==> src/rtl/sq_frame_accum.sv <==
// Sum-of-squares frame accumulator: sums COUNT squarer results (or fewer on flush)
// and hands the saturated sum, sample count and overflow flag downstream.
module sq_frame_accum #(
  parameter int COUNT = 16,
  parameter int ACC_W = 12,
  parameter int CNT_W = 8
) (
  input  logic             clk,
  input  logic             rst_n,
  input  logic             in_valid,
  output logic             in_ready,
  input  logic [7:0]       in_data,
  input  logic             flush,
  output logic             out_valid,
  input  logic             out_ready,
  output logic [ACC_W-1:0] out_sum,
  output logic [CNT_W-1:0] out_count,
  output logic             out_ovf
);

  typedef enum logic {ACCUM, HOLD} state_t;

  state_t             state;
  state_t             state_nxt;

  logic [ACC_W-1:0]   acc;
  logic [CNT_W-1:0]   cnt;
  logic               ovf;

  logic               accept;
  logic               close;
  logic               carry;
  logic [ACC_W:0]     sum_ext;
  logic [ACC_W-1:0]   acc_upd;
  logic [CNT_W-1:0]   cnt_upd;
  logic               ovf_upd;

  // Zero-extended add: the extra top bit is the overflow carry.
  function automatic logic [ACC_W:0] add_ext(input logic [ACC_W-1:0] a,
                                             input logic [7:0]       d);
    return {1'b0, a} + {{(ACC_W + 1 - 8){1'b0}}, d};
  endfunction

  function automatic logic [ACC_W-1:0] sat_acc(input logic [ACC_W:0] s);
    return s[ACC_W] ? {ACC_W{1'b1}} : s[ACC_W-1:0];
  endfunction

  // Ready and valid decode straight from the state register, never from inputs.
  assign in_ready  = (state == ACCUM);
  assign out_valid = (state == HOLD);

  always_comb begin
    accept  = in_valid && (state == ACCUM);
    sum_ext = add_ext(acc, in_data);
    carry   = sum_ext[ACC_W];
    acc_upd = accept ? sat_acc(sum_ext) : acc;
    cnt_upd = accept ? cnt + CNT_W'(1) : cnt;
    ovf_upd = ovf | (accept & carry);
    // A flush closes the frame only if it holds at least one sample after this cycle.
    close   = (state == ACCUM) &&
              ((accept && (cnt_upd == CNT_W'(COUNT))) ||
               (flush && ((cnt != '0) || accept)));
  end

  always_ff @(posedge clk or negedge rst_n) begin
    if (!rst_n) begin
      state <= ACCUM;
    end else begin
      state <= state_nxt;
    end
  end

  always_comb begin
    state_nxt = state;
    case (state)
      ACCUM: if (close) state_nxt = HOLD;
      HOLD:  if (out_ready) state_nxt = ACCUM;
      default: state_nxt = ACCUM;
    endcase
  end

  always_ff @(posedge clk or negedge rst_n) begin
    if (!rst_n) begin
      acc <= '0;
      cnt <= '0;
      ovf <= 1'b0;
    end else if (close) begin
      acc <= '0;
      cnt <= '0;
      ovf <= 1'b0;
    end else begin
      acc <= acc_upd;
      cnt <= cnt_upd;
      ovf <= ovf_upd;
    end
  end

  // Result registers load the post-update frame state and hold through backpressure.
  always_ff @(posedge clk or negedge rst_n) begin
    if (!rst_n) begin
      out_sum   <= '0;
      out_count <= '0;
      out_ovf   <= 1'b0;
    end else if (close) begin
      out_sum   <= acc_upd;
      out_count <= cnt_upd;
      out_ovf   <= ovf_upd;
    end
  end

endmodule

==> config.mk <==
export PLATFORM = sky130hd
export DESIGN_NAME = sq_frame_accum
export DESIGN_NICKNAME = d
export VERILOG_FILES = /design/src/rtl/sq_frame_accum.sv
export SDC_FILE = /design/constraint.sdc
export NUM_CORES = 1
export LEC_CHECK = 0
export ABC_AREA = 1
export BUFFER_PORTS_ARGS = -buffer_cell sky130_fd_sc_hd__buf_4
export CORE_MARGIN = 8
export CORE_UTILIZATION = 61
export DETAILED_ROUTE_END_ITERATION = 8
export GPL_TIMING_DRIVEN = 0
export PLACE_DENSITY = 0.84
export SETUP_SLACK_MARGIN = 0.1
export SLEW_MARGIN = 25
export SYNTH_ARGS = -nofsm -noshare
export SYNTH_HDL_FRONTEND = slang
export SYNTH_SLANG_ARGS = --single-unit
==> constraint.sdc <==
create_clock -name clk -period 3.1 [get_ports clk]
set_input_delay 0.155 -clock clk [delete_from_list [all_inputs] [get_ports clk]]
set_output_delay 0.155 -clock clk [all_outputs]
set_load 0.05 [all_outputs]
==> impl_metrics.py <==
metrics = {
    "finish": {
        "utilization": 0.7315,
        "nFillCells": 343,
        "drive_gt1_frac": 0.1526,
        "fin_nets": 390,
        "area.sequential_um2": 1076,
        "multi_input_area_um2": 1176,
        "area_growth_syn_to_layout_pct": 17.21,
        "diodes": 0,
    },
    "pwr": {
        "swShare": 0.4947,
        "power_leakage_uw": 0.001606,
        "ir_worst_vdd_mv": 0.6682,
        "p_int_uw": 1405,
        "power_frac_comb": 0.565,
        "switching_power_uw": 1375,
        "power_frac_seq": 0.308,
        "pwr-share-clk": 0.127,
        "p_per_area_nw_per_um2": 971.0,
    },
    "setup_path": {
        "path_delay_family": "simple AND/OR/NAND/NOR gates",
        "cp-start-kind": "flip-flop",
        "critical_path_buf_inv_count": 1,
        "critPathKind": "flip-flop to flip-flop",
        "cpPeakStageDelay_ns": 0.42,
        "crit_fanout": 7,
        "path_cells": "ha_1 -> fa_1 -> nand3_1 -> nand2_1 -> nand3_1 -> nand3_1 -> o22ai_1 -> inv_1 -> nand3_1 -> nand2_1",
        "crit_slowest_cell": "fa_1",
        "arrival_ns": 2.41,
        "worst_ep_required_time_ns": 3.29,
        "endpoint_kind": "flip-flop",
        "cp_common_cell": "nand3_1",
    },
    "die": {
        "core_area_um2": 3914,
        "die_w_um": 79.28,
        "rows": 23,
        "ios": 36,
        "die_y_um": 79.28,
        "die-area_um2": 6285,
        "start_util": 0.6240,
    },
    "routing": {
        "drt_pass1_iterations": 4,
        "postRouteWirelength_um": 5635,
        "drtIter0Drc": 86,
        "via_per_inst": 5.324,
        "route.detailed.drc": 0,
        "postRouteAntennaNets": 0,
        "wl_per_cell_um": 13.51,
        "via_count": 2220,
    },
    "placed_design": {
        "routabilityCongestion": 0.9039,
        "io_buffers": 35,
        "dp_hpwl_um": 4289,
    },
    "grt": {
        "grt-ovfl-total": 0,
        "antenna_found_initial": 0,
        "grt_max_degree": 44,
        "grt_usage": 0.1890,
        "first_global_vias": 2221,
        "grt_pass1_wl_um": 9632,
    },
    "yosys": {
        "synth_edf_count": 0,
        "async_flop_share": 1.000,
        "yosysMostFrequentCell": "nand2_1",
        "synth-simple-area-share": 0.3192,
        "synth_fp_nets": 347,
        "synth_top_area_share": 0.4406,
        "synth_fa_ha_area_frac": 0.05943,
        "yosys-top-cells-count": "nand2_1 (104), dfrtp_1 (43), nand3_1 (42)",
        "synth_compound_area_frac": 0.08863,
        "syn_inst": 323,
        "yosysSeqAreaShare": 0.4406,
        "syn_area_um2": 2442,
        "synth_top_area_cell": "dfrtp_1",
        "yosys_warnings": 0,
        "syn_area_per_cell_um2": 7.561,
        "ys_types": 26,
        "synth_area_leaders": "dfrtp_1 (44%), nand2_1 (16%), nand3_1 (8.6%)",
        "synth-xor-area-share": 0.01434,
        "muxShareOfSynthArea": 0,
        "yosys_register_bits": 43,
        "synth_top_family_by_area": "simple AND/OR/NAND/NOR gates",
        "yosys_most_used_dff": "dfrtp_1",
    },
    "sta": {
        "finalSetupViolations": 0,
        "final.setup.tns_ns": 0,
        "drv_slew": 0,
        "relSlewSlack": 0.6306,
        "rsz0062_at_grt": "no",
        "hold_viol_final": 0,
        "fin_crit_ns": 2.221,
        "hold_slack_ns": 0.01866,
        "final.setup_skew_ns": 0.006953,
        "worst-slew-pin-transition_ns": 0.5541,
        "fmax_mhz": 450.3,
        "finalCritPeriodShare": 0.7164,
    },
    "clocking": {
        "clk_pin_slew_ns": 0.08,
        "cts_buffers": 5,
        "root_buffer": "clkbuf_8",
        "htreeDepth": 2,
        "cts.sinks": 43,
        "tritoncts": "built",
        "cts_setup_buffers": 0,
        "post_cts_resized": 0,
        "clk_latency_ns": 0.30,
        "clock_path_buffers": 2,
    },
    "outcome": {
        "outcome": "finished clean",
    },
    "hold_path": {
        "hp-class": "input port to flip-flop",
    },
    "job": {
        "cap_violations": 0,
    },
}
==> area by class of cell <==
cell class | instances | area share
Buffer | 12 | 0.02316
Clock buffer | 6 | 0.02535
Clock inverter | 2 | 0.004371
Inverter | 33 | 0.04327
Multi-Input combinational cell | 235 | 0.4108
Sequential cell | 43 | 0.3759
Tap cell | 50 | 0.02185
Timing Repair Buffer | 36 | 0.09528
==> power by group through the flow <==
stage	Clock [uW]	Combinational [uW]	Sequential, uW
after floorplan	0	858	1150
after global placement	0	1530	858
after detailed placement	0	1570	866
after CTS	358	1570	855
after global routing	379	1730	875
final	353	1570	857
==> final timing paths <==
kind / startpoint / end / slack [ns] / depth (start not counted)
min: out_ready / out_valid$_DFF_PN0_ / 0.02 / 2
max in group asynchronous: rst_n / out_sum[4]$_DFFE_PN0P_ / 2.34 / 2
max reg2reg: acc[0]$_DFF_PN0_ / out_sum[2]$_DFFE_PN0P_ / 0.88 / 10
min reg2reg: out_sum[6]$_DFFE_PN0P_ / out_sum[6]$_DFFE_PN0P_ / 0.48 / 2
max: acc[0]$_DFF_PN0_ / out_sum[2]$_DFFE_PN0P_ / 0.88 / 10
min in group asynchronous: rst_n / acc[3]$_DFF_PN0_ / 0.36 / 2
==> routing by layer <==
layer,track usage,vias up,wire [um]
met2,0.3344,47,2854
li1,-,1117,-
met5,0,-,0
met1,0.2135,1052,2473
met3,0.04966,4,255
met4,0.06667,0,51
==> repair_timing <==
| item | in CTS | in global routing |
|---|---|---|
| endpoints found under the hold margin | 43 | 0 |
| endpoints found under the setup margin | 0 | 0 |
| hold buffers | 1 | 0 |
==> registers in the layout, indices dropped and copies added (netlist names) <==
signal     count
cnt            8
acc           12
ovf            1
out_valid      1
out_ovf        1
out_sum       12
out_count      8
==> cells by family (layout without fill, tap and decap cells) <==
family | count (synthesis) | in the layout
AND/OR/NAND/NOR | 185 | 185
flip-flops | 43 | 43
XOR/XNOR | 4 | 4
buffers and inverters | 45 | 89
adder cells (fa/ha/maj) | 11 | 11
AO/OA/AOI/OAI | 35 | 35
==> metrics by stage <==
step                setup WS, ns  cell area (um^2)  power [uW]  cells
global placement          0.9744              2768        2389    408
floorplan                  1.157              2442        2009    323
finish                    0.8790              2863        2780    417
detailed placement        0.9056              2768        2433    408
global route              0.6778              2863        2985    417
CTS                       0.8891              2863        2788    417
==> layout by cell type (no fill, tap or decap), types with 3 or more instances in the layout <==
cell type	n
nand2_1	104
dfrtp_1	43
nand3_1	42
buf_4	40
inv_1	31
nor2_1	25
a21oi_1	14
a21boi_1	13
ha_1	10
clkbuf_1	6
clkbuf_8	5
nand4_1	4
nand2_2	3
nor3_1	3
Power figures use the tool's default switching activity.
